[src/rtl/firebird7_in_gate1_tessent_pkg.sv]
// Shared types and constants for the IJTAG-controlled data-mux takeover logic.
// Holds the controller state encoding, the TDR bit layout and a counter sizing helper.
package firebird7_in_gate1_tessent_pkg;

    typedef enum logic [2:0] {
        ST_FUNC      = 3'd0,
        ST_REQ       = 3'd1,
        ST_GUARD_ON  = 3'd2,
        ST_TEST      = 3'd3,
        ST_GUARD_OFF = 3'd4
    } mux_ctrl_state_e;

    localparam int TDR_EN_BIT    = 0;
    localparam int TDR_FORCE_BIT = 1;
    localparam int TDR_DATA_LSB  = 2;

    // Bits needed for a counter that runs 0 .. max(guard, timeout)-1.
    function automatic int ctr_width(input int guard_cycles, input int timeout_cycles);
        int m;
        m = (guard_cycles > timeout_cycles) ? guard_cycles : timeout_cycles;
        return (m < 2) ? 1 : $clog2(m);
    endfunction

endpackage

[src/rtl/firebird7_in_gate1_tessent_data_mux_ctrl_w3.sv]
// IJTAG TDR plus takeover FSM that hands a functional data mux over to the test network,
// with guard intervals around every select change and a bounded wait for the grant.
module firebird7_in_gate1_tessent_data_mux_ctrl_w3
    import firebird7_in_gate1_tessent_pkg::*;
#(
    parameter int DATA_WIDTH     = 3,
    parameter int GUARD_CYCLES   = 4,
    parameter int TIMEOUT_CYCLES = 15
) (
    input  logic                  ijtag_tck,
    input  logic                  ijtag_reset,
    input  logic                  ijtag_sel,
    input  logic                  ijtag_ce,
    input  logic                  ijtag_se,
    input  logic                  ijtag_ue,
    input  logic                  ijtag_si,
    output logic                  ijtag_so,
    input  logic                  takeover_ack,
    output logic                  takeover_req,
    output logic                  ijtag_select,
    output logic [DATA_WIDTH-1:0] ijtag_data_out
);

    localparam int TDR_W = DATA_WIDTH + 2;
    localparam int CNT_W = ctr_width(GUARD_CYCLES, TIMEOUT_CYCLES);
    localparam logic [CNT_W-1:0] GUARD_LAST   = CNT_W'(GUARD_CYCLES - 1);
    localparam logic [CNT_W-1:0] TIMEOUT_LAST = CNT_W'(TIMEOUT_CYCLES - 1);

    logic [TDR_W-1:0]      tdr_q, tdr_d;
    logic                  en_u_q, en_u_d;
    logic                  force_u_q, force_u_d;
    logic [DATA_WIDTH-1:0] data_u_q, data_u_d;
    logic                  sticky_q, sticky_d;
    mux_ctrl_state_e       state_q, state_d;
    logic [CNT_W-1:0]      cnt_q, cnt_d;
    logic                  select_q, select_d;
    logic                  req_q, req_d;
    logic                  upd;
    logic                  timeout_hit;

    assign upd            = ijtag_sel && ijtag_ue;
    assign ijtag_so       = tdr_q[0];
    assign ijtag_select   = select_q;
    assign takeover_req   = req_q;
    assign ijtag_data_out = data_u_q;

    // Capture wins over shift; update only looks at the current shift contents.
    always_comb begin
        tdr_d = tdr_q;
        if (ijtag_sel && ijtag_ce) begin
            tdr_d[TDR_EN_BIT]                = select_q;
            tdr_d[TDR_FORCE_BIT]             = sticky_q;
            tdr_d[TDR_W-1:TDR_DATA_LSB]      = data_u_q;
        end else if (ijtag_sel && ijtag_se) begin
            tdr_d = {ijtag_si, tdr_q[TDR_W-1:1]};
        end
    end

    always_comb begin
        en_u_d    = en_u_q;
        force_u_d = force_u_q;
        data_u_d  = data_u_q;
        if (upd) begin
            en_u_d    = tdr_q[TDR_EN_BIT];
            force_u_d = tdr_q[TDR_FORCE_BIT];
            data_u_d  = tdr_q[TDR_W-1:TDR_DATA_LSB];
        end
    end

    // A fresh enable clears the flag even if a timeout lands on the same edge.
    always_comb begin
        sticky_d = sticky_q;
        if (upd && tdr_q[TDR_EN_BIT]) begin
            sticky_d = 1'b0;
        end else if (timeout_hit) begin
            sticky_d = 1'b1;
        end
    end

    always_ff @(posedge ijtag_tck or negedge ijtag_reset) begin
        if (!ijtag_reset) begin
            tdr_q     <= '0;
            en_u_q    <= 1'b0;
            force_u_q <= 1'b0;
            data_u_q  <= '0;
            sticky_q  <= 1'b0;
        end else begin
            tdr_q     <= tdr_d;
            en_u_q    <= en_u_d;
            force_u_q <= force_u_d;
            data_u_q  <= data_u_d;
            sticky_q  <= sticky_d;
        end
    end

    always_ff @(posedge ijtag_tck or negedge ijtag_reset) begin
        if (!ijtag_reset) begin
            state_q <= ST_FUNC;
            cnt_q   <= '0;
        end else begin
            state_q <= state_d;
            cnt_q   <= cnt_d;
        end
    end

    always_comb begin
        state_d     = state_q;
        cnt_d       = cnt_q;
        timeout_hit = 1'b0;
        case (state_q)
            ST_FUNC: begin
                cnt_d = '0;
                if (en_u_q) begin
                    state_d = ST_REQ;
                end
            end
            ST_REQ: begin
                if (!en_u_q) begin
                    state_d = ST_FUNC;
                    cnt_d   = '0;
                end else if (takeover_ack || force_u_q) begin
                    state_d = ST_GUARD_ON;
                    cnt_d   = '0;
                end else if (cnt_q == TIMEOUT_LAST) begin
                    state_d     = ST_FUNC;
                    cnt_d       = '0;
                    timeout_hit = 1'b1;
                end else begin
                    cnt_d = cnt_q + CNT_W'(1);
                end
            end
            ST_GUARD_ON: begin
                if (!en_u_q) begin
                    state_d = ST_FUNC;
                    cnt_d   = '0;
                end else if (cnt_q == GUARD_LAST) begin
                    state_d = ST_TEST;
                    cnt_d   = '0;
                end else begin
                    cnt_d = cnt_q + CNT_W'(1);
                end
            end
            ST_TEST: begin
                cnt_d = '0;
                if (!en_u_q) begin
                    state_d = ST_GUARD_OFF;
                end
            end
            ST_GUARD_OFF: begin
                // Runs to completion regardless of en_u; a new enable is seen from FUNC.
                if (cnt_q == GUARD_LAST) begin
                    state_d = ST_FUNC;
                    cnt_d   = '0;
                end else begin
                    cnt_d = cnt_q + CNT_W'(1);
                end
            end
            default: begin
                state_d = ST_FUNC;
                cnt_d   = '0;
            end
        endcase
    end

    // Outputs decode the next state so they toggle on the same edge as the state register.
    always_comb begin
        select_d = 1'b0;
        req_d    = 1'b0;
        case (state_d)
            ST_REQ, ST_GUARD_ON, ST_GUARD_OFF: req_d = 1'b1;
            ST_TEST: begin
                select_d = 1'b1;
                req_d    = 1'b1;
            end
            default: ;
        endcase
    end

    always_ff @(posedge ijtag_tck or negedge ijtag_reset) begin
        if (!ijtag_reset) begin
            select_q <= 1'b0;
            req_q    <= 1'b0;
        end else begin
            select_q <= select_d;
            req_q    <= req_d;
        end
    end

endmodule

[config.mk]
export PLATFORM = sky130hd
export DESIGN_NAME = firebird7_in_gate1_tessent_data_mux_ctrl_w3
export DESIGN_NICKNAME = d
export VERILOG_FILES = /design/src/rtl/firebird7_in_gate1_tessent_pkg.sv /design/src/rtl/firebird7_in_gate1_tessent_data_mux_ctrl_w3.sv
export SDC_FILE = /design/constraint.sdc
export NUM_CORES = 1
export LEC_CHECK = 0
export ABC_AREA = 1
export ABC_CLOCK_PERIOD_IN_PS = 2800
export CAP_MARGIN = 0
export CORE_UTILIZATION = 46
export CTS_CLUSTER_DIAMETER = 80
export DETAILED_ROUTE_END_ITERATION = 8
export PLACE_DENSITY_LB_ADDON = 0.3
export REMOVE_ABC_BUFFERS = 1
export SKIP_CTS_REPAIR_TIMING = 1
export SYNTH_ARGS = -nofsm -noshare
export SYNTH_HDL_FRONTEND = slang
export SYNTH_SLANG_ARGS = --single-unit
[constraint.sdc]
create_clock -name ijtag_tck -period 2.8 [get_ports ijtag_tck]
set_clock_uncertainty 0.1 [all_clocks]
set_input_delay 0.56 -clock ijtag_tck [delete_from_list [all_inputs] [get_ports ijtag_tck]]
set_output_delay 0.56 -clock ijtag_tck [all_outputs]
set_load 0.02 [all_outputs]
After elaboration in Yosys (flattened, before gate mapping). Cells that the tools add are included.

Register bits after elaboration: 20. Word-level logic and storage cells: 54. Input bits: 8. Output and inout bits: 6.

Equality and inequality tests: 10. $add $sub $neg: 1. Reduce and logical (&&, ||, !) cells: 9. Muxes and demuxes: 25.

Operator list (count): two-way mux 3 bit (8); two-way mux 4 bit (5); one-hot mux 3 bit (5 select lines) (1); equality test 3 x 2 -> 1 bit (second input constant) (4); one-hot mux 4 bit (3 select lines) (1); two-way mux 5 bit (2); two-way mux 1 bit (8); equality test 3 x 1 -> 1 bit (second input constant) (2); equality test 3 bit (second input constant) (2); adder 4 x 1 -> 4 bit (second input constant) (1); equality test 4 x 2 -> 1 bit (second input constant) (1); equality test 4 bit (second input constant) (1); logical AND 1 bit (4); nonzero test 2 bit (2); OR reduction 4 bit (1); logical NOT 3 bit (1); logical OR 1 bit (1).

Logic depth before layout (Yosys ltp). Gate-level depths: netlist of run 1.

Word-level depth: 8. Gate-level depth with buffers: 9. Depth with buffers taken out: 9.

Least setup slack after synthesis of run 1. No wires, ideal clock.

Path type: register to register. Start point: register cnt_q[0]. End point: register cnt_q[0]. Path buffers: 0. Arrival: 1.032 ns. Setup time: 0.120 ns. Clock period less this slack: 1.253 ns. Stages on the path, launching flop included: 10. Path slack: 1.547 ns. Cell sequence: dfrtp_1 > inv_1 > ha_1 > nand3_1 > nand2_1 > inv_1 > nand2_2 > inv_2 > nor2_2 > nor2_1.

Word-level cells in the longest chain between the ends: 5. Elaborated cells on any way between the ends: 9. Classes of those cells: add/sub: 1; eq/ne: 2; mux: 6.

Ends and longest elaborated chain: from (decl) (RTL line firebird7_in_gate1_tessent_data_mux_ctrl_w3.sv:35) `logic [CNT_W-1:0] cnt_q, cnt_d;`; from (signal assigned) (RTL line firebird7_in_gate1_tessent_data_mux_ctrl_w3.sv:102) `cnt_q <= cnt_d;`; adder 4 x 1 -> 4 bit or equality test 4 bit (tied branches); two-way mux 4 bit (RTL line firebird7_in_gate1_tessent_data_mux_ctrl_w3.sv:124) `end else if (cnt_q == TIMEOUT_LAST) begin`; two-way mux 4 bit (RTL line firebird7_in_gate1_tessent_data_mux_ctrl_w3.sv:121) `end else if (takeover_ack || force_u_q) begin`; two-way mux 4 bit (RTL line firebird7_in_gate1_tessent_data_mux_ctrl_w3.sv:118) `if (!en_u_q) begin`; one-hot mux 4 bit (3 select lines) (*) (RTL line firebird7_in_gate1_tessent_data_mux_ctrl_w3.sv:110) `case (state_q)`; net cnt_d[0] (RTL line firebird7_in_gate1_tessent_data_mux_ctrl_w3.sv:35).

Mark *: on every way through the listed nets, which the timed path passes. The rest lies on a longest branch. A chain may end at the register's enable or synchronous reset.

Final worst setup path of run 1.
Start point: register data_u_q[1], in the netlist ijtag_data_out[1]. End point: output port ijtag_data_out[1].

RTL lines: from (decl) (RTL line firebird7_in_gate1_tessent_data_mux_ctrl_w3.sv:32) `logic [DATA_WIDTH-1:0] data_u_q, data_u_d;`; from (signal assigned) (RTL line firebird7_in_gate1_tessent_data_mux_ctrl_w3.sv:91) `data_u_q <= data_u_d;`; to (decl) (RTL line firebird7_in_gate1_tessent_data_mux_ctrl_w3.sv:21) `output logic [DATA_WIDTH-1:0] ijtag_data_out`.

No word-level cell between the ends.

==> run metrics, run 1 <==
outcome completed; post-synthesis simple-gate area fraction 24.1%; initial antenna violation count 0; antenna-violating nets left 0; Initial Utilization 48.7%; Hold Vio Cnt, Final 0; mux cell area share after synthesis 0%; placed instance count 154; WHS 393 ps; Synth Area in Adders 2.65%; sequential share of the synthesized area 52.9%; TNS Setup 0 ps; Period minus WS final 1930 ps; clock-pin slew on the worst setup and hold paths 100 ps; Levels on crit path 1; post-synthesis async set-or-reset flop share 100%; Pre-antenna DRT Iters 4; register bit total from synthesis 20; total power 0.700 mW; R2R depth 9; Post-Synthesis Cells 115; top_reg_cell synth dfrtp_1; CTS Buf Count 3; Yosys top cell area share 52.9%; Synth Area in Compound Gates 10.8%; Detailed Route Iter0 Violations 8; Skew-Pair Late Insertion Delay 290 ps; Die Width 47.3 um; share of cells above drive strength 1 13.1%; hpwl dp 1210 um; CP max FO 3; critical path, cell by cell clkdlybuf4s50_1; Final #Nets 142; fmax 517 MHz; Tcrit/Tclk final 69.1%; die height 47.3 um; Syn Area/Cell 8.23 sq um; Layout Utilization 58.2%; Max clock buf depth 2; multi-input logic area 373 sq um; Congestion Overflow GR 0; xor/xnor share of the synthesized area 1.85%; delay-heaviest family, CP buffers and inverters; fin area 1130 sq um; DIE AREA 2240 sq um; maxcap violations 0; crit-path max cell delay 610 ps; first-pass GRT wire length 2470 um; Yosys top cell by area dfrtp_1; GRT Util Overall 16.1%; worst r2r src cnt_q[0]$_DFF_PN0_; most frequent cells after synthesis 22 x nand2_1, 20 x dfrtp_1, 17 x o21ai_0; Worst setup EP type output pin; H-tree levels 1; critical path arrival 1270 ps; Cell Area, Placed 1110 sq um; synth warn 0; root buffer cell clkbuf_4; worst vdd ir 485 uV; reg2reg setup slack 1430 ps; Setup crit end ijtag_data_out[1]; hold crit path type flip-flop to flip-flop; Tightest Pin Transition 311 ps; CP max-delay cell clkdlybuf4s50_1; max_slew headroom 79.2%; via density per instance 4.62; IO buf count 13; core area 1940 sq um; Post-Route WL 1570 um; DR WL/cell 10.0 um; number of filler cells placed in the layout 190; Post-Place Worst Slack 958 ps; pin count of the biggest net entering global routing 21; PwrDens 619 nW/um^2; DRC viols 0; CTS tree done; vias 726; Slew Viols, Final 0; Setup CP Type flip-flop to output pin; Min-Delay Path Depth 1; # diodes 0; worst setup slack after layout 866 ps; Area Growth Syn to Fin 19.6%; EDFF count, synth 0; Ports 14; most common cell in the synthesized netlist nand2_1; Core Rows 16; GP Congestion 0.832; CP bufs+invs 1; CP startpoint ijtag_data_out[1]$_DFFE_PN0P_; # setup viols final 0; Reg area 500 sq um; clock sink total 20; ranking of synthesized cells by area dfrtp_1 53%, o21ai_0 9.0%, nand2_1 8.7%; Distinct cells, synth 18; RSZ-0062 raised after global routing false; main combinational cell family by area after synthesis simple AND/OR/NAND/NOR gates; vias in the first global route 635; Static Leakage 0.558 nW; Crit path required time 2140 ps; reg2reg end cnt_q[1]$_DFF_PN0_; Netlist Area Pre-Place 946 sq um; Cell Count, Final, Fillers Out 157; Startpoint Class flip-flop
[how the worst min path moves through the flow]
stage / end / from
CTS: cnt_q[0]$_DFF_PN0_ / cnt_q[0]$_DFF_PN0_
detailed placement: cnt_q[0]$_DFF_PN0_ / cnt_q[0]$_DFF_PN0_
finish: cnt_q[0]$_DFF_PN0_ / cnt_q[0]$_DFF_PN0_
floorplan: cnt_q[0]$_DFF_PN0_ / ijtag_reset
global route: cnt_q[0]$_DFF_PN0_ / cnt_q[0]$_DFF_PN0_
global placement: cnt_q[0]$_DFF_PN0_ / cnt_q[0]$_DFF_PN0_
[state kept, by name, indices dropped and copies added (netlist names)]
| register | count |
|---|---|
| tdr_q | 5 |
| sticky_q | 1 |
| force_u_q | 1 |
| ijtag_data_out | 3 |
| ijtag_select | 1 |
| en_u_q | 1 |
| state_q | 3 |
| cnt_q | 4 |
| takeover_req | 1 |
[area by class of cell]
cell class                 instances  share of cell area [%]
timing repair buffer              14                    12.2
inverter                          17                    5.64
tap                               27                    2.99
sequential                        20                    44.2
clock buffer                       3                    1.99
multi-input combinational         76                    33.0
[cell usage in the layout (no fill, tap or decap)]
| cell | instances |
|---|---|
| nor2_2 | 5 |
| inv_1 | 13 |
| a21oi_1 | 1 |
| nand2_2 | 4 |
| o21ai_0 | 17 |
| clkbuf_4 | 3 |
| ha_1 | 2 |
| buf_4 | 1 |
| nor2_1 | 14 |
| clkdlybuf4s50_1 | 13 |
| nor2b_1 | 1 |
| xnor2_1 | 1 |
| xor2_1 | 1 |
| a31oi_1 | 1 |
| dfrtp_1 | 20 |
| nand3_1 | 6 |
| nand2_1 | 22 |
| o22ai_1 | 1 |
| inv_2 | 4 |
[layer usage]
layer | wire (um) | GRT usage (%) | vias to the layer above | share of wire (%)
met4 | 22 | 8.57 | 0 | 1.4
met1 | 684 | 19.8 | 323 | 44
li1 | - | - | 386 | -
met5 | 0 | 0 | - | 0
met3 | 46 | 2.31 | 4 | 2.9
met2 | 818 | 27.1 | 13 | 52
[logic make-up (layout without fill, tap and decap cells)]
group	count (synthesis)	after routing
xor+xnor	2	2
buf+inv	19	34
simple gates	52	52
flops	20	20
fa+ha+maj	2	2
compound gates	20	20
[where the power goes]
group / total [mW] / internal (mW) / leakage (nW) / switching (mW)
Clock: 0.130 / 0.0501 / 0.0138 / 0.0795
Sequential: 0.366 / 0.336 / 0.258 / 0.0296
Combinational: 0.205 / 0.0845 / 0.286 / 0.120
(Power assumes the default switching activity.)
==> run 2: changes to the inputs <==
Settings changed: ABC_CLOCK_PERIOD_IN_PS 2800 to 1700.
Clock period 2.8 ns to 1.7 ns, I/O delays scaled along.
==> run 2 against run 1 <==
Effect of this change:
- design area increased by 2.5%
- die area unchanged
- sequential power increased by 64%
- utilization increased by 1.5 points
- critical path depth increased by 8
- flip-flop and latch count unchanged
- setup slack got worse by 520 ps
- wire length increased by 1.5%
- combinational power increased by 60%
- critical endpoint is now cnt_q[3]$_DFF_PN0_
==> run metrics, run 2 (synthesis gave the netlist of run 1 again) <==
outcome completed; CP bufs+invs 3 (+2); Ports 14 (unchanged); Congestion Overflow GR 0 (unchanged); RSZ-0062 raised after global routing false; register with the most flip-flops tdr_q; # setup viols final 0 (unchanged); hpwl dp 1210 um (-0.29%); total power 1.20 mW (+72%); maxcap violations 0 (unchanged); met2 usage 27.1% (unchanged); leading cell types in the layout, fill and taps excluded 22 x nand2_1, 20 x dfrtp_1, 17 x o21ai_0; Die Width 47.3 um (unchanged); H-tree levels 1 (unchanged); Tightest Pin Transition 310 ps (-0.635 ps); root buffer cell clkbuf_4; vias in the first global route 622 (-2.0%); most frequent CP cell inv_1; reg2reg end cnt_q[3]$_DFF_PN0_; Post-Route WL 1600 um (+1.5%); Reg power frac 50.1% (-2.2 points); critical path, cell by cell inv_1, ha_1, nand3_1, nand2_1, inv_1, nand2_2, inv_2, nor2_2, nor2_1; # diodes 0 (unchanged); clock sink total 20 (unchanged); DIE AREA 2240 sq um (unchanged); Pre-antenna DRT Iters 4 (unchanged); pin count of the biggest net entering global routing 21 (unchanged); multi-input logic area 373 sq um (unchanged); Initial Utilization 48.7% (unchanged); Crit path required time 1790 ps (-350 ps); IO buf count 13 (unchanged); share of cells above drive strength 1 13.7% (+0.66 points); GP Congestion 0.833 (about the same); commonest non-fill, non-tap cell in the layout nand2_1; worst vdd ir 637 uV (+31%); CTS tree done; antenna-violating nets left 0 (unchanged); Setup CP Type flip-flop to flip-flop; Worst setup EP type flip-flop; Area Growth Syn to Fin 22.6%; first-pass GRT wire length 2430 um (-1.7%); Clock power frac 22.5% (+4.0 points); vias 752 (+3.6%); GRT Util Overall 15.7% (-0.39 points); clock-pin slew on the worst setup and hold paths 110 ps (about the same); combinational share of power 27.4% (-1.8 points); Layout Utilization 59.7% (+1.5 points); Core Rows 16 (unchanged); delay-heaviest family, CP simple AND/OR/NAND/NOR gates; R2R depth 9 (unchanged); Final #Nets 142 (unchanged); Skew-Pair Late Insertion Delay 290 ps (about the same); Pint 0.816 mW (+73%); Tcrit/Tclk final 79.7%; critical path arrival 1450 ps (+180 ps); PwrDens 1040 nW/um^2 (+67%); max_slew headroom 79.3% (about the same); top flop regs tdr_q: 5 flops, cnt_q: 4 flops; Detailed Route Iter0 Violations 8 (unchanged); die height 47.3 um (unchanged); Startpoint Class flip-flop; hold crit path type primary input to async pin; DRC viols 0 (unchanged); CP max-delay cell dfrtp_1; CP startpoint cnt_q[0]$_DFF_PN0_; max reg flops 5 (unchanged); Hold Vio Cnt, Final 0 (unchanged); Period minus WS final 1360 ps; GR Util met3 2.31% (unchanged); CP max FO 4 (+1); Top Usage Layer GRT met2; CTS Buf Count 3 (unchanged); core area 1940 sq um (unchanged); Max clock buf depth 2 (unchanged); DR WL/cell 10.1 um (+0.89%); NetSw 0.386 mW (+68%); Levels on crit path 9 (+8); Reg area 500 sq um (unchanged); via density per instance 4.76 (+2.9%); crit-path max cell delay 420 ps (-190 ps); reg2reg setup slack 340 ps (-1090 ps); number of filler cells placed in the layout 180 (-5.3%); initial antenna violation count 0 (unchanged); worst r2r src cnt_q[0]$_DFF_PN0_; met1 usage 19.4% (-0.44 points); fmax 738 MHz; Slew Viols, Final 0 (unchanged); net switching share of the total power 32.1% (-0.64 points); Static Leakage 0.644 nW (+15%)
run 2: cell count changes in the layout (fill, tap and decap cells not counted):
cell,previous run,this run
clkdlybuf4s50_1,13,7
clkbuf_8,0,1
dlymetal6s2s_1,0,6
run 2: stage by stage:
step | worst slack, ps | setup TNS [ps] | cells | instance area, sq um | hold WS (ps)
2_1_floorplan | 447 | 0 | 113 | 937 | -55.6
3_3_place_gp | 150 | 0 | 154 | 1110 | 374
3_5_place_dp | 47.2 | 0 | 154 | 1110 | 375
4_1_cts | -38.1 | -119 | 158 | 1140 | 265
5_1_grt | 181 | 0 | 158 | 1160 | 281
6_report | 344 | 0 | 158 | 1160 | 264
run 2: power by group through the flow:
| stage | Combinational (mW) | Sequential (mW) | Clock (mW) |
|---|---|---|---|
| 2_1_floorplan | 0.181 | 0.644 | 0 |
| 3_3_place_gp | 0.333 | 0.614 | 0 |
| 3_5_place_dp | 0.339 | 0.614 | 0 |
| 4_1_cts | 0.341 | 0.604 | 0.278 |
| 5_1_grt | 0.378 | 0.613 | 0.290 |
| 6_report | 0.329 | 0.602 | 0.271 |
run 2: routing by layer:
layer	routed length [um]	share of wire, %	up-vias
met2	796	50	10
met4	24	1.5	0
li1	-	-	394
met5	0	0	-
met3	58	3.6	4
met1	714	45	344
run 2: how the worst max path moves through the flow:
stage	end	slack, ps
after floorplan	cnt_q[0]$_DFF_PN0_	450
after global placement	tdr_q[4]$_DFFE_PN0P_	150
after detailed placement	tdr_q[4]$_DFFE_PN0P_	50
after CTS	ijtag_data_out[2]	-40
after global routing	cnt_q[2]$_DFF_PN0_	180
final	cnt_q[3]$_DFF_PN0_	340
run 2: layout make-up:
type                            count  area share (%)
Clock buffer                        4            3.13
Inverter                           17            5.50
Multi-Input combinational cell     76            32.1
Sequential cell                    20            43.2
Tap cell                           27            2.91
Timing Repair Buffer               14            13.2
